==> src/rtl/mult_share_arbiter.sv <==
// Round-robin arbiter that time-shares one external combinational multiplier
// among N_REQ requesters, returning each product tagged with its requester id.
module mult_share_arbiter #(
    parameter int WIDTH       = 8,
    parameter int N_REQ       = 4,
    parameter int IDW         = 2,
    parameter int CALC_CYCLES = 1
) (
    input  logic                   clk,
    input  logic                   rst_n,
    input  logic [N_REQ-1:0]       req_valid,
    input  logic [N_REQ*WIDTH-1:0] req_x,
    input  logic [N_REQ*WIDTH-1:0] req_y,
    output logic [N_REQ-1:0]       req_ready,
    output logic [WIDTH-1:0]       mul_x,
    output logic [WIDTH-1:0]       mul_y,
    input  logic [2*WIDTH-1:0]     mul_p,
    output logic                   resp_valid,
    output logic [2*WIDTH-1:0]     resp_p,
    output logic [IDW-1:0]         resp_id,
    input  logic                   resp_ready,
    output logic                   busy
);
    // state   | meaning
    // IDLE    | waiting for a request; grants one requester and loads operands
    // CALC    | operands held on the multiplier while cnt counts down to zero
    // RESP    | product presented until resp_ready accepts it

    localparam int CNTW = 4;

    typedef enum logic [1:0] {
        ST_IDLE = 2'd0,
        ST_CALC = 2'd1,
        ST_RESP = 2'd2
    } state_t;

    state_t               state_q, state_d;
    logic [IDW-1:0]       rr_ptr_q, rr_ptr_d;
    logic [CNTW-1:0]      cnt_q, cnt_d;
    logic [WIDTH-1:0]     mul_x_q, mul_x_d;
    logic [WIDTH-1:0]     mul_y_q, mul_y_d;
    logic [2*WIDTH-1:0]   resp_p_q, resp_p_d;
    logic [IDW-1:0]       resp_id_q, resp_id_d;
    logic                 resp_valid_q, resp_valid_d;

    logic                 gnt_any;
    logic [IDW-1:0]       gnt_id;
    logic [WIDTH-1:0]     gnt_x;
    logic [WIDTH-1:0]     gnt_y;
    logic [N_REQ-1:0]     gnt_vec;
    int                   best_rank;
    int                   rank;

    // Each requester's rank is its distance above rr_ptr; the lowest valid rank wins.
    always_comb begin
        gnt_any   = 1'b0;
        gnt_id    = '0;
        gnt_x     = '0;
        gnt_y     = '0;
        gnt_vec   = '0;
        best_rank = N_REQ;
        rank      = 0;
        for (int j = 0; j < N_REQ; j++) begin
            rank = j - int'(rr_ptr_q);
            if (rank < 0) begin
                rank = rank + N_REQ;
            end
            if (req_valid[j] && (rank < best_rank)) begin
                best_rank = rank;
                gnt_any   = 1'b1;
                gnt_id    = IDW'(j);
                gnt_x     = req_x[j*WIDTH +: WIDTH];
                gnt_y     = req_y[j*WIDTH +: WIDTH];
            end
        end
        for (int j = 0; j < N_REQ; j++) begin
            gnt_vec[j] = gnt_any && (gnt_id == IDW'(j));
        end
    end

    always_comb begin
        state_d      = state_q;
        rr_ptr_d     = rr_ptr_q;
        cnt_d        = cnt_q;
        mul_x_d      = mul_x_q;
        mul_y_d      = mul_y_q;
        resp_p_d     = resp_p_q;
        resp_id_d    = resp_id_q;
        resp_valid_d = resp_valid_q;
        req_ready    = '0;
        case (state_q)
            ST_IDLE: begin
                if (gnt_any) begin
                    req_ready = gnt_vec;
                    mul_x_d   = gnt_x;
                    mul_y_d   = gnt_y;
                    resp_id_d = gnt_id;
                    rr_ptr_d  = (gnt_id == IDW'(N_REQ-1)) ? '0 : gnt_id + 1'b1;
                    cnt_d     = CNTW'(CALC_CYCLES-1);
                    state_d   = ST_CALC;
                end
            end
            ST_CALC: begin
                if (cnt_q == '0) begin
                    resp_p_d     = mul_p;
                    resp_valid_d = 1'b1;
                    state_d      = ST_RESP;
                end else begin
                    cnt_d = cnt_q - 1'b1;
                end
            end
            ST_RESP: begin
                if (resp_ready) begin
                    resp_valid_d = 1'b0;
                    state_d      = ST_IDLE;
                end
            end
            default: state_d = ST_IDLE;
        endcase
        // No transfer can complete while the block is held in reset.
        if (!rst_n) begin
            req_ready = '0;
        end
    end

    always_ff @(posedge clk or negedge rst_n) begin
        if (!rst_n) begin
            state_q      <= ST_IDLE;
            rr_ptr_q     <= '0;
            cnt_q        <= '0;
            mul_x_q      <= '0;
            mul_y_q      <= '0;
            resp_p_q     <= '0;
            resp_id_q    <= '0;
            resp_valid_q <= 1'b0;
        end else begin
            state_q      <= state_d;
            rr_ptr_q     <= rr_ptr_d;
            cnt_q        <= cnt_d;
            mul_x_q      <= mul_x_d;
            mul_y_q      <= mul_y_d;
            resp_p_q     <= resp_p_d;
            resp_id_q    <= resp_id_d;
            resp_valid_q <= resp_valid_d;
        end
    end

    assign mul_x      = mul_x_q;
    assign mul_y      = mul_y_q;
    assign resp_p     = resp_p_q;
    assign resp_id    = resp_id_q;
    assign resp_valid = resp_valid_q;
    assign busy       = (state_q != ST_IDLE);

endmodule
==> config.mk <==
export PLATFORM = sky130hd
export DESIGN_NAME = mult_share_arbiter
export DESIGN_NICKNAME = d
export VERILOG_FILES = /design/src/rtl/mult_share_arbiter.sv
export SDC_FILE = /design/constraint.sdc
export NUM_CORES = 1
export LEC_CHECK = 0
export ABC_AREA = 1
export BUFFER_PORTS_ARGS = -buffer_cell sky130_fd_sc_hd__clkbuf_2
export CAP_MARGIN = 10
export CORE_ASPECT_RATIO = 1.2
export CORE_MARGIN = 2
export CORE_UTILIZATION = 35
export DETAILED_ROUTE_END_ITERATION = 10
export SETUP_SLACK_MARGIN = 0.15
export SYNTH_ARGS = -nofsm -noshare
export SYNTH_HDL_FRONTEND = slang
export SYNTH_SLANG_ARGS = --single-unit
==> constraint.sdc <==
create_clock -name clk -period 6.59 [get_ports clk]
set_input_delay 0.9885 -clock clk [delete_from_list [all_inputs] [get_ports clk]]
set_output_delay 0.9885 -clock clk [all_outputs]
set_load 0.02 [all_outputs]
==> results_tabular.tex, run 1 <==
\begin{tabular}{lr}
\hline
Metric & Value \\
\hline
\multicolumn{2}{l}{\textbf{Outcome}} \\
Run status & complete, no violations \\
\multicolumn{2}{l}{\textbf{Worst setup path}} \\
Launch point of the critical path & req\_valid[0] \\
CP Buf/Inv Count & 5 \\
Critical path launch point type & input port \\
CP Cell Sequence & clkbuf\_2 > o21ai\_4 > nand2\_1 > o21ai\_0 > o21ai\_1 > ha\_1 > inv\_1 > nor2\_1 > nand2\_1 > nand3\_1 > nand2\_1 > o21ai\_0 > ha\_1 > inv\_1 > nor2\_1 > nand2\_2 > nand3\_2 > nand2\_2 > ha\_1 > inv\_1 > nor2\_1 > clkbuf\_2 \\
Worst Path Required & 5.60 ns \\
Crit-path max FO & 20 \\
Worst flop-to-flop path startpoint & rr\_ptr\_q[0] \\
Max incr delay on CP & 0.40 ns \\
Family with the most delay on the worst path & simple AND/OR/NAND/NOR gates \\
Endpoint kind of the worst setup timing path & primary output \\
Cell with the biggest individual delay on the critical path & sky130\_fd\_sc\_hd\_\_nand3\_2 \\
Setup CP Type & input port to primary output \\
Data arrival at the endpoint of the critical path & around 4.7 ns \\
\multicolumn{2}{l}{\textbf{Layout}} \\
\# nets final & 537 \\
Diode insertion count for antenna repair & 0 \\
Share of cells above drive strength 1 & a little over a third \\
Utilization after layout & 46.8\% \\
Area grow syn2layout & 30.5\% \\
Number of cells in the finished layout apart from fillers & 536 \\
\multicolumn{2}{l}{\textbf{Floorplanning}} \\
Number of rows in the core area & 34 \\
Effective utilization at floorplan & 35.8\% \\
Area of the core region & 7190 sq um \\
Die extent in y & 98.0 microns \\
Top Ports & 127 \\
Die extent in x & just over 80 microns \\
Full die area & 8070 sq um \\
\multicolumn{2}{l}{\textbf{Power and ir drop}} \\
Sw frac & approximately 48\% \\
Total power density per cell area & 524 nW/um\^{}2 \\
Sw power & 842 uW \\
Share of power burned in combinational logic & $\sim$60\% \\
Clock network fraction of design power & between 10\% and 20\% \\
Internal portion of total power & 919 uW \\
LEAKAGE & 1.88 nW \\
Power share of the sequential group & 26.8\% \\
Max rail drop VDD & about 0.24 mV \\
\multicolumn{2}{l}{\textbf{Detailed routing}} \\
Iteration-0 DRC count of the detailed router & 146 \\
Number of detailed-route iterations in the first pass & 4 \\
\# DRC & 0 \\
Drt total wl & 7.00 mm \\
Avg WL per Cell & 13.1 microns \\
Routed via count divided by cell count & 4.85 \\
Final antenna-violating net count & 0 \\
Via Count & around 2.6k \\
\multicolumn{2}{l}{\textbf{Synth}} \\
Top cells by area in the synthesized netlist & sky130\_fd\_sc\_hd\_\_dfrtp\_1, sky130\_fd\_sc\_hd\_\_nand3\_1, sky130\_fd\_sc\_hd\_\_nand2\_1 \\
Library cell with the largest summed area after synthesis & sky130\_fd\_sc\_hd\_\_dfrtp\_1 \\
Register bit total from synthesis & 43 \\
Avg Synthesized Cell Area & 7.81 sq um \\
Fraction of the yosys area taken by sequential cells & between 40\% and 50\% \\
Number of distinct standard cells referenced by the synthesized netlist & 26 \\
Mapped cell area & 2580 sq um \\
Mapped Cells & between 300 and 400 \\
Number of nets produced by synthesis & 422 \\
Portion of synthesized cell area occupied by the leading cell type & about two fifths \\
Synth warnings & 0 \\
\multicolumn{2}{l}{\textbf{STA}} \\
Fin. Hold Viols & 0 \\
Sum of negative setup slack & 0 ns \\
Fmax & about 0.17 GHz \\
Unrepaired setup endpoints after global routing & false \\
Final setup margin & 0.872 ns \\
Total of endpoints with negative setup slack in the final report & 0 \\
Max-slew violation count & 0 \\
Measured slew at the worst slew-check pin & between 0.7 and 0.8 ns \\
Worst clock skew & 0.00612 ns \\
Fraction of the cycle the final worst path needs & 86.8\% \\
Final critical-path required period & 5.72 ns \\
Worst max-slew margin expressed relative to the limit & just under 50\% \\
\multicolumn{2}{l}{\textbf{Placed design}} \\
Final weighted congestion in routability-driven placement & roughly 0.84 \\
Sum of net half-perimeters after detailed placement & 5.36 mm \\
Input/output buffers & 126 \\
Setup Slack @ Placement & roughly 0.87 ns \\
Number of instances in the placed design & 528 \\
\multicolumn{2}{l}{\textbf{Clock network}} \\
Number of sinks handled by clock tree synthesis & 43 \\
Count of buffers added by post-CTS timing repair for setup & 0 \\
TritonCTS clock tree & built \\
Buffer levels on the longest clock path & 2 \\
Root Buffer Master & sky130\_fd\_sc\_hd\_\_clkbuf\_8 \\
Number of buffers added by the clock tree synthesis step & 5 \\
H-tree levels & 2 \\
Worst skew pair latency & 0.29 ns \\
Hold bufs inserted after CTS & 0 \\
Number of gates resized after cts & 0 \\
Clock-pin slew on the worst setup and hold paths & 0.08 ns \\
\multicolumn{2}{l}{\textbf{Global route}} \\
Number of antenna violations at the first check in global routing & 0 \\
Global-route wire length before repair & around 11 mm \\
Total congestion overflow & 0 \\
Maximum number of pins on one net before global-route repair & 46 \\
Global-route usage over all layers & 17.4\% \\
Number of global-route vias before repair & 2371 \\
\multicolumn{2}{l}{\textbf{Hold path}} \\
Min-delay src & mul\_y[4] \\
Path type of the worst min-delay path & register to register \\
\multicolumn{2}{l}{\textbf{Job}} \\
Count of max-cap constraint violations & 0 \\
\hline
\end{tabular}
per-stage QoR:
step           power, mW  cell area, sq um  hold slack [ns]
2_1_floorplan       1.26              2580            0.485
3_3_place_gp        1.51              3230            0.465
3_5_place_dp        1.53              3230            0.471
4_1_cts             1.78              3360            0.493
5_1_grt             1.93              3360            0.519
6_report            1.76              3360            0.480
synth_stat cells:
library cell                n
sky130_fd_sc_hd__a21oi_1    1
sky130_fd_sc_hd__a31oi_1    2
sky130_fd_sc_hd__buf_1      3
sky130_fd_sc_hd__buf_2     10
sky130_fd_sc_hd__buf_4      2
sky130_fd_sc_hd__buf_6      2
sky130_fd_sc_hd__clkbuf_1   4
sky130_fd_sc_hd__clkbuf_2   1
sky130_fd_sc_hd__dfrtp_1   43
sky130_fd_sc_hd__ha_1       5
sky130_fd_sc_hd__inv_1     34
sky130_fd_sc_hd__mux2_2    16
sky130_fd_sc_hd__nand2_1   72
sky130_fd_sc_hd__nand2_2    3
sky130_fd_sc_hd__nand3_1   69
sky130_fd_sc_hd__nand3_2    2
sky130_fd_sc_hd__nand3b_1   1
sky130_fd_sc_hd__nand4_1   17
sky130_fd_sc_hd__nor2_1    14
sky130_fd_sc_hd__nor3_2     1
sky130_fd_sc_hd__o21ai_0   22
sky130_fd_sc_hd__o21ai_1    2
sky130_fd_sc_hd__o21ai_2    1
sky130_fd_sc_hd__o21ai_4    1
sky130_fd_sc_hd__xnor2_1    1
sky130_fd_sc_hd__xor2_1     1
registers in the layout (all words and copies together), names as in the netlist:
register    flops
mul_y           8
mul_x           8
state_q         2
resp_valid      1
cnt_q           4
resp_p         16
rr_ptr_q        2
resp_id         2
power groups by stage:
stage,registers [mW],logic [mW],clock network [mW]
finish,0.472,1.05,0.240
global route,0.490,1.18,0.262
CTS,0.473,1.06,0.250
detailed placement,0.477,1.05,0
global placement,0.473,1.04,0
floorplan,0.601,0.662,0
cell type report:
| type | instances | area, sq um |
|---|---|---|
| Clock buffer | 6 | 72.6 |
| Clock inverter | 2 | 60.1 |
| Fill cell | 757 | 3830 |
| Inverter | 34 | 128 |
| Multi-Input combinational cell | 231 | 1250 |
| Sequential cell | 43 | 1080 |
| Tap cell | 90 | 113 |
| Timing Repair Buffer | 130 | 661 |
cells by family after synthesis:
kind of cell / synth area share (%)
AND/OR/NAND/NOR: 32.2
multiplexers: 6.99
AO/OA/AOI/OAI: 6.31
XOR/XNOR: 0.680
flip-flops: 41.8
adder cells (fa/ha/maj): 2.43
buffers and inverters: 9.57
layout by cell type, fill, tap and decap left out, drive strengths merged:
cell type and n:
clkbuf 132, nand2 75, nand3 71, dfrtp 43, inv 34, o21ai 26, nand4 17, mux2 16
nor2 14, ha 5, buf 4, a31oi 2, bufinv 2, xnor2 1, a21oi 1, nor3 1
xor2 1, nand3b 1
worst register-to-register path, cell delays in order (launching register included):
cell,delay (ns)
sky130_fd_sc_hd__dfrtp_1,0.41
sky130_fd_sc_hd__inv_1,0.11
sky130_fd_sc_hd__o21ai_4,0.39
sky130_fd_sc_hd__nand2_1,0.19
sky130_fd_sc_hd__o21ai_0,0.13
sky130_fd_sc_hd__o21ai_1,0.12
sky130_fd_sc_hd__ha_1,0.28
sky130_fd_sc_hd__inv_1,0.05
sky130_fd_sc_hd__nor2_1,0.04
sky130_fd_sc_hd__nand2_1,0.06
sky130_fd_sc_hd__nand3_1,0.28
sky130_fd_sc_hd__nand2_1,0.16
sky130_fd_sc_hd__o21ai_0,0.10
sky130_fd_sc_hd__ha_1,0.28
sky130_fd_sc_hd__inv_1,0.05
sky130_fd_sc_hd__nor2_1,0.04
sky130_fd_sc_hd__nand2_2,0.25
sky130_fd_sc_hd__nand3_2,0.40
sky130_fd_sc_hd__nand2_2,0.24
sky130_fd_sc_hd__ha_1,0.25
sky130_fd_sc_hd__nand2_1,0.07
sky130_fd_sc_hd__o21ai_0,0.09
per-layer routing:
metal / up-vias / GRT usage, % / part of all wire (%)
li1: 1327 / - / -
met4: 0 / 6.54 / 2.1
met5: - / 0 / 0
met2: 115 / 27.4 / 46
met3: 14 / 3.97 / 7.8
met1: 1146 / 22.9 / 44
path summary, 6_finish.rpt:
| kind | slack [ns] | endpoint | cells past startpoint |
|---|---|---|---|
| max | 0.87 | req_ready[3] | 22 |
| min | 0.48 | mul_y[4] | 2 |
| max reg2reg | 2.46 | rr_ptr_q[1] | 21 |
| min reg2reg | 0.48 | mul_y[4] | 2 |
| max in group asynchronous | 5.43 | mul_y[1] | 2 |
| min in group asynchronous | 0.76 | mul_x[6] | 2 |
(Power assumes the default switching activity.)
==> inputs of run 2 (changes only) <==
--- a/config.mk
+++ b/config.mk
@@ -8,10 +8,13 @@
 export ABC_AREA = 1
 export BUFFER_PORTS_ARGS = -buffer_cell sky130_fd_sc_hd__clkbuf_2
 export CAP_MARGIN = 10
+export CELL_PAD_IN_SITES_DETAIL_PLACEMENT = 0
+export CELL_PAD_IN_SITES_GLOBAL_PLACEMENT = 1
 export CORE_ASPECT_RATIO = 1.2
 export CORE_MARGIN = 2
-export CORE_UTILIZATION = 35
+export CORE_UTILIZATION = 34
 export DETAILED_ROUTE_END_ITERATION = 10
+export PLACE_DENSITY_LB_ADDON = 0.1
 export SETUP_SLACK_MARGIN = 0.15
 export SYNTH_ARGS = -nofsm -noshare
 export SYNTH_HDL_FRONTEND = slang
==> run 2 against run 1 <==
Compared with the run above:
- critical endpoint is now req_ready[0]
- fmax grew 5.9%
- critical path depth is the same
- critical path type unchanged
- clock power shrank 18%
- register-to-register slack gained 0.34 ns
- total power shrank 2.1%
==> results_tabular.tex, run 2 (synthesis gave the netlist of run 1 again) <==
\begin{tabular}{lr}
\hline
Metric & Value \\
\hline
\multicolumn{2}{l}{\textbf{Global route}} \\
Number of antenna violations at the first check in global routing & 0 \\
Maximum number of pins on one net before global-route repair & 35 \\
Global-route usage over all layers & approximately 17\% \\
Total congestion overflow & 0 \\
Number of global-route vias before repair & 2467 \\
Global-route wire length before repair & 11.8 mm \\
\multicolumn{2}{l}{\textbf{Power and ir drop}} \\
Sw power & 838 uW \\
Sw frac & between 40 and 50\% \\
Total power density per cell area & 515 nW/um\^{}2 \\
Power share of the sequential group & 27.4\% \\
Share of power burned in combinational logic & 61.2\% \\
Max rail drop VDD & $\sim$0.27 mV \\
Internal portion of total power & 887 uW \\
Clock network fraction of design power & 11.4\% \\
LEAKAGE & 1.87 nW \\
\multicolumn{2}{l}{\textbf{Layout}} \\
Share of cells above drive strength 1 & 36.2\% \\
Most frequent standard cell in the layout excluding fill and tap cells & sky130\_fd\_sc\_hd\_\_clkbuf\_2 \\
Number of flip-flops in the largest register & 16 \\
Area grow syn2layout & 30.0\% \\
Diode insertion count for antenna repair & 0 \\
Commonest non-fill, non-tap cells in the layout & sky130\_fd\_sc\_hd\_\_clkbuf\_2, sky130\_fd\_sc\_hd\_\_nand2\_1, sky130\_fd\_sc\_hd\_\_nand3\_1 \\
Summed area of non-filler cells in the final layout & 3350 sq um \\
\# nets final & $\sim$540 \\
\multicolumn{2}{l}{\textbf{Clock network}} \\
Number of sinks handled by clock tree synthesis & 43 \\
Root Buffer Master & sky130\_fd\_sc\_hd\_\_clkbuf\_8 \\
Number of buffers added by the clock tree synthesis step & 5 \\
Worst skew pair latency & 0.29 ns \\
Hold bufs inserted after CTS & 0 \\
TritonCTS clock tree & built \\
Count of buffers added by post-CTS timing repair for setup & 0 \\
Buffer levels on the longest clock path & 2 \\
Number of gates resized after cts & 0 \\
H-tree levels & 2 \\
Clock-pin slew on the worst setup and hold paths & 0.08 ns \\
\multicolumn{2}{l}{\textbf{Detailed routing}} \\
Number of detailed-route iterations in the first pass & 4 \\
Final antenna-violating net count & 0 \\
\# DRC & 0 \\
Via Count & 2586 \\
Drt total wl & around 7 mm \\
Avg WL per Cell & around 13 microns \\
Routed via count divided by cell count & around 4.8 \\
Iteration-0 DRC count of the detailed router & 91 \\
\multicolumn{2}{l}{\textbf{Floorplanning}} \\
Full die area & 8290 sq um \\
Die extent in x & about 83 microns \\
Area of the core region & 7320 sq um \\
Number of rows in the core area & 34 \\
Effective utilization at floorplan & 35.2\% \\
Top Ports & 127 \\
Die extent in y & 99.4 microns \\
\multicolumn{2}{l}{\textbf{STA}} \\
Max-slew violation count & 0 \\
Worst clock skew & between 0.005 and 0.006 ns \\
Final critical-path required period & 5.40 ns \\
Sum of negative setup slack & 0 ns \\
Final setup margin & 1.19 ns \\
Measured slew at the worst slew-check pin & about 0.45 ns \\
Fin. Hold Viols & 0 \\
Unrepaired setup endpoints after global routing & false \\
Total of endpoints with negative setup slack in the final report & 0 \\
Fraction of the cycle the final worst path needs & 82.0\% \\
Fmax & 0.185 GHz \\
Worst max-slew margin expressed relative to the limit & 69.9\% \\
\multicolumn{2}{l}{\textbf{Placed design}} \\
Final weighted congestion in routability-driven placement & 0.771 \\
Input/output buffers & 126 \\
Setup Slack @ Placement & 1.18 ns \\
Placed instance area & 3250 sq um \\
Sum of net half-perimeters after detailed placement & 5.55 mm \\
\multicolumn{2}{l}{\textbf{Worst setup path}} \\
Critical path launch point type & input port \\
Setup CP Type & input port to primary output \\
Crit-path max FO & 20 \\
Slack of the worst reg-to-reg path & 2.80 ns \\
Worst Path Required & 5.60 ns \\
R2R cell count & 20 \\
Worst flop-to-flop path startpoint & rr\_ptr\_q[0] \\
Timing endpoint of the critical path & req\_ready[0] \\
Data arrival at the endpoint of the critical path & 4.41 ns \\
Endpoint kind of the worst setup timing path & primary output \\
Launch point of the critical path & req\_valid[0] \\
End of the worst register-to-register path & rr\_ptr\_q[1] \\
\multicolumn{2}{l}{\textbf{Hold path}} \\
Path type of the worst min-delay path & register to register \\
\multicolumn{2}{l}{\textbf{Job}} \\
Count of max-cap constraint violations & 0 \\
\multicolumn{2}{l}{\textbf{Outcome}} \\
Run status & complete, no violations \\
\hline
\end{tabular}
run 2: final cells by class:
type                       instances  area [sq um]
clock buffer                       6          72.6
clock inverter                     1          30.0
fill                             789          3970
inverter                          34           128
multi-input combinational        231          1250
sequential                        43          1080
tap                               90           113
timing repair buffer             132           676
run 2: how the worst min path moves through the flow:
| stage | depth (start not counted) | start | to |
|---|---|---|---|
| finish | 2 | resp_valid | resp_valid |
| global route | 2 | mul_x[4] | mul_x[4] |
| CTS | 2 | resp_valid | resp_valid |
| detailed placement | 2 | resp_valid | resp_valid |
| global placement | 2 | mul_y[6] | mul_y[6] |
| floorplan | 2 | cnt_q[3] | cnt_q[3] |
run 2: power groups by stage:
stage          combinational [mW]  clock, mW  sequential, mW
2_1_floorplan               0.662          0           0.601
3_3_place_gp                 1.06          0           0.476
3_5_place_dp                 1.07          0           0.480
4_1_cts                      1.08      0.207           0.475
5_1_grt                      1.20      0.216           0.492
6_report                     1.06      0.196           0.473
run 2: layer usage:
metal	vias up	share of wire, %	GRT usage [%]
met5	-	0	0
met4	0	0.60	4.71
met3	2	6.4	3.40
met2	88	49	30.1
met1	1166	44	22.2
li1	1330	-	-
run 2: worst max-delay path: stages:
cell and delay [ns]:
sky130_fd_sc_hd__clkbuf_2 0.34, sky130_fd_sc_hd__o21ai_4 0.24, sky130_fd_sc_hd__nand2_1 0.15, sky130_fd_sc_hd__o21ai_0 0.09, sky130_fd_sc_hd__o21ai_1 0.11, sky130_fd_sc_hd__ha_1 0.26, sky130_fd_sc_hd__inv_1 0.05, sky130_fd_sc_hd__nor2_1 0.04
sky130_fd_sc_hd__nand2_1 0.06, sky130_fd_sc_hd__nand3_1 0.16, sky130_fd_sc_hd__o21ai_0 0.22, sky130_fd_sc_hd__ha_1 0.25, sky130_fd_sc_hd__inv_1 0.05, sky130_fd_sc_hd__nor2_1 0.04, sky130_fd_sc_hd__nand2_2 0.25, sky130_fd_sc_hd__nand3_2 0.38
sky130_fd_sc_hd__nand2_2 0.23, sky130_fd_sc_hd__inv_1 0.06, sky130_fd_sc_hd__ha_1 0.19, sky130_fd_sc_hd__inv_1 0.05, sky130_fd_sc_hd__nor2_1 0.04, sky130_fd_sc_hd__clkbuf_2 0.15
run 2: through the flow:
step | hold WS [ns] | utilization, % | std cells | power (mW)
final | 0.483 | 45.8 | 537 | 1.72
after global routing | 0.503 | 45.8 | 537 | 1.91
after CTS | 0.489 | 45.8 | 537 | 1.76
after detailed placement | 0.467 | 44.4 | 530 | 1.55
after global placement | 0.466 | 44.4 | 530 | 1.54
after floorplan | 0.485 | - | 330 | 1.26
==> inputs of run 3 (changes only) <==
--- a/config.mk
+++ b/config.mk
@@ -5,14 +5,14 @@
 export SDC_FILE = /design/constraint.sdc
 export NUM_CORES = 1
 export LEC_CHECK = 0
-export ABC_AREA = 1
+export ABC_AREA = 0
 export BUFFER_PORTS_ARGS = -buffer_cell sky130_fd_sc_hd__clkbuf_2
 export CAP_MARGIN = 10
 export CELL_PAD_IN_SITES_DETAIL_PLACEMENT = 0
 export CELL_PAD_IN_SITES_GLOBAL_PLACEMENT = 1
 export CORE_ASPECT_RATIO = 1.2
 export CORE_MARGIN = 2
-export CORE_UTILIZATION = 34
+export CORE_UTILIZATION = 30
 export DETAILED_ROUTE_END_ITERATION = 10
 export PLACE_DENSITY_LB_ADDON = 0.1
 export SETUP_SLACK_MARGIN = 0.15
==> constraint.sdc (replaced) <==
create_clock -name clk -period 4.4 [get_ports clk]
set_input_delay 0.66 -clock clk [delete_from_list [all_inputs] [get_ports clk]]
set_output_delay 0.66 -clock clk [all_outputs]
set_load 0.02 [all_outputs]
==> run 3 against run 2 <==
Compared with the run above:
- wire length rose by 7.6%
- flip-flop and latch count did not move
- largest power group unchanged
- clock skew rose by 0.0015 ns
- design area rose by 5.9%
- critical path type unchanged
==> results_tabular.tex, run 3 <==
\begin{tabular}{lr}
\hline
Metric & Value \\
\hline
\multicolumn{2}{l}{\textbf{Synth}} \\
Library cell with the largest summed area after synthesis & sky130\_fd\_sc\_hd\_\_dfrtp\_1 \\
Mapped Cells & between 200 and 300 \\
Portion of synthesized cell area occupied by the leading cell type & 40.7\% \\
Synth warnings & 0 \\
Mapped cell area & roughly 2600 sq um \\
Number of distinct standard cells referenced by the synthesized netlist & 39 \\
Most used flip-flop cell after synthesis & sky130\_fd\_sc\_hd\_\_dfrtp\_1 \\
Share of async-settable or async-resettable flops after synthesis & 100\% \\
Register bit total from synthesis & 43 \\
Most frequent cell after synthesis & sky130\_fd\_sc\_hd\_\_dfrtp\_1 \\
Fraction of the yosys area taken by sequential cells & 40.7\% \\
Number of nets produced by synthesis & 378 \\
Top cell types by occurrence after synthesis & sky130\_fd\_sc\_hd\_\_dfrtp\_1, sky130\_fd\_sc\_hd\_\_nand3\_1, sky130\_fd\_sc\_hd\_\_a31oi\_1, sky130\_fd\_sc\_hd\_\_nor2\_1, sky130\_fd\_sc\_hd\_\_o21ai\_0 \\
Number of flops mapped to enable cells by yosys & 0 \\
Avg Synthesized Cell Area & 9.24 sq um \\
Top cells by area in the synthesized netlist & sky130\_fd\_sc\_hd\_\_dfrtp\_1, sky130\_fd\_sc\_hd\_\_mux2\_2, sky130\_fd\_sc\_hd\_\_a31oi\_1 \\
\multicolumn{2}{l}{\textbf{STA}} \\
Fmax & 0.247 GHz \\
Fraction of the cycle the final worst path needs & 92.1\% \\
Worst clock skew & between 0.006 and 0.007 ns \\
Final setup margin & about 0.35 ns \\
Sum of negative setup slack & 0 ns \\
Worst max-slew margin expressed relative to the limit & 42.4\% \\
Final critical-path required period & 4.05 ns \\
Fin. Hold Viols & 0 \\
Measured slew at the worst slew-check pin & 0.862 ns \\
Unrepaired setup endpoints after global routing & false \\
Total of endpoints with negative setup slack in the final report & 0 \\
Max-slew violation count & 0 \\
\multicolumn{2}{l}{\textbf{Global route}} \\
Global-route usage over all layers & 16.8\% \\
Number of antenna violations at the first check in global routing & 0 \\
Number of global-route vias before repair & roughly 2.6k \\
Maximum number of pins on one net before global-route repair & 45 \\
Global-route wire length before repair & 12.5 mm \\
Total congestion overflow & 0 \\
\multicolumn{2}{l}{\textbf{Worst setup path}} \\
Critical path launch point type & input port \\
Launch point of the critical path & req\_valid[0] \\
Worst Path Required & 3.74 ns \\
Data arrival at the endpoint of the critical path & approximately 3.4 ns \\
Endpoint kind of the worst setup timing path & primary output \\
Setup CP Type & input port to primary output \\
Worst flop-to-flop path startpoint & rr\_ptr\_q[0] \\
Crit-path max FO & 24 \\
R2R cell count & 11 \\
Slack of the worst reg-to-reg path & 1.02 ns \\
Timing endpoint of the critical path & req\_ready[3] \\
End of the worst register-to-register path & mul\_x[4] \\
\multicolumn{2}{l}{\textbf{Detailed routing}} \\
Final antenna-violating net count & 0 \\
Drt total wl & between 7 and 8 mm \\
Number of detailed-route iterations in the first pass & 4 \\
Avg WL per Cell & 14.9 microns \\
Via Count & 2593 \\
Routed via count divided by cell count & a little under 5 \\
Iteration-0 DRC count of the detailed router & between 100 and 150 \\
\# DRC & 0 \\
\multicolumn{2}{l}{\textbf{Clock network}} \\
Worst skew pair latency & 0.29 ns \\
Number of buffers added by the clock tree synthesis step & 5 \\
Number of gates resized after cts & 0 \\
TritonCTS clock tree & built \\
Hold bufs inserted after CTS & 0 \\
Clock-pin slew on the worst setup and hold paths & 0.08 ns \\
Buffer levels on the longest clock path & 2 \\
Count of buffers added by post-CTS timing repair for setup & 0 \\
Number of sinks handled by clock tree synthesis & 43 \\
H-tree levels & 2 \\
Root Buffer Master & sky130\_fd\_sc\_hd\_\_clkbuf\_8 \\
\multicolumn{2}{l}{\textbf{Floorplanning}} \\
Area of the core region & roughly 8600 sq um \\
Die extent in y & 107 microns \\
Number of rows in the core area & 37 \\
Full die area & 9580 sq um \\
Top Ports & 127 \\
Die extent in x & 89.7 microns \\
Effective utilization at floorplan & 30.9\% \\
\multicolumn{2}{l}{\textbf{Layout}} \\
Commonest non-fill, non-tap cells in the layout & sky130\_fd\_sc\_hd\_\_clkbuf\_2, sky130\_fd\_sc\_hd\_\_dfrtp\_1, sky130\_fd\_sc\_hd\_\_nand3\_1 \\
Diode insertion count for antenna repair & 0 \\
Share of cells above drive strength 1 & between 40 and 50\% \\
Number of flip-flops in the largest register & 16 \\
Area grow syn2layout & 34.2\% \\
Most frequent standard cell in the layout excluding fill and tap cells & sky130\_fd\_sc\_hd\_\_clkbuf\_2 \\
\# nets final & 496 \\
\multicolumn{2}{l}{\textbf{Placed design}} \\
Setup Slack @ Placement & 0.297 ns \\
Sum of net half-perimeters after detailed placement & about 6 mm \\
Final weighted congestion in routability-driven placement & just over 0.7 \\
Input/output buffers & 126 \\
\multicolumn{2}{l}{\textbf{Power and ir drop}} \\
Total power density per cell area & 783 nW/um\^{}2 \\
Total power of the final layout & 2.78 mW \\
Max rail drop VDD & 0.313 mV \\
LEAKAGE & roughly 1.6 nW \\
\multicolumn{2}{l}{\textbf{Outcome}} \\
Run status & complete, no violations \\
\multicolumn{2}{l}{\textbf{Job}} \\
Count of max-cap constraint violations & 0 \\
\multicolumn{2}{l}{\textbf{Hold path}} \\
Path type of the worst min-delay path & input port to async pin \\
\hline
\end{tabular}
[run 3: cell types whose count changed after synthesis, moves of 17 or more]
cell,previous run,this run
sky130_fd_sc_hd__a31oi_1,2,26
sky130_fd_sc_hd__inv_1,34,8
sky130_fd_sc_hd__nand2_1,72,7
sky130_fd_sc_hd__nand3_1,69,32
sky130_fd_sc_hd__nand4_1,17,0
sky130_fd_sc_hd__o211ai_1,0,17
[run 3: cell type report]
cell class / count / area, sq um
Fill cell: 884 / 5020
Inverter: 10 / 42.5
Sequential cell: 43 / 1080
Clock buffer: 6 / 72.6
Tap cell: 117 / 146
Timing Repair Buffer: 137 / 713
Clock inverter: 2 / 60.1
Multi-Input combinational cell: 207 / 1430
[run 3: metal layers]
metal	part of all wire, %	GRT usage (%)	wire (microns)
met5	0	0	0
met4	1.9	5.65	146
met3	6.1	2.46	473
met2	49	28.8	3820
met1	43	21.0	3320
[run 3: critical path: stages]
cell                       delay, ns
sky130_fd_sc_hd__clkbuf_2       0.12
sky130_fd_sc_hd__buf_4          0.28
sky130_fd_sc_hd__a32oi_2        0.17
sky130_fd_sc_hd__ha_2           0.22
sky130_fd_sc_hd__or3_1          0.38
sky130_fd_sc_hd__a21o_1         0.21
sky130_fd_sc_hd__nand2_1        0.08
sky130_fd_sc_hd__o21ai_1        0.06
sky130_fd_sc_hd__ha_2           0.33
sky130_fd_sc_hd__o32ai_2        0.07
sky130_fd_sc_hd__nand2_2        0.08
sky130_fd_sc_hd__and3_4         0.20
sky130_fd_sc_hd__inv_1          0.04
sky130_fd_sc_hd__ha_1           0.18
sky130_fd_sc_hd__and3_4         0.16
sky130_fd_sc_hd__clkbuf_2       0.15
[run 3: cells by family after synthesis]
logic type	after synthesis	share of synthesized area, %
buffers and inverters	36	6.82
AO/OA/AOI/OAI	97	25.5
XOR/XNOR	3	0.994
multiplexers	19	8.00
AND/OR/NAND/NOR	83	15.6
adder cells (fa/ha/maj)	5	2.37
flip-flops	43	40.7
[run 3: power breakdown]
part	total [mW]	internal (mW)	leakage [nW]	switching, mW
clock	0.358	0.227	0.0654	0.131
sequential	0.721	0.602	0.499	0.118
combinational	1.70	0.678	1.04	1.02
total	2.78	1.51	1.60	1.27
[run 3: how the worst min path moves through the flow]
stage                       endpoint  cells after the start  slack (ns)  startpoint
final                     resp_id[1]                      1        0.18       rst_n
after global routing      resp_id[1]                      1        0.18       rst_n
after CTS                 resp_id[1]                      1        0.18       rst_n
after detailed placement   resp_p[7]                      1        0.49   resp_p[7]
after global placement    resp_p[15]                      1        0.49  resp_p[15]
after floorplan             cnt_q[0]                      0        0.36       rst_n
[run 3: metrics by stage]
step | area [sq um] | util, % | cells | hold WS (ns)
floorplan | 2690 | - | 286 | 0.364
global placement | 3400 | 39.8 | 514 | 0.485
detailed placement | 3400 | 39.8 | 514 | 0.492
CTS | 3540 | 41.3 | 522 | 0.179
global route | 3550 | 41.4 | 522 | 0.176
finish | 3550 | 41.4 | 522 | 0.184
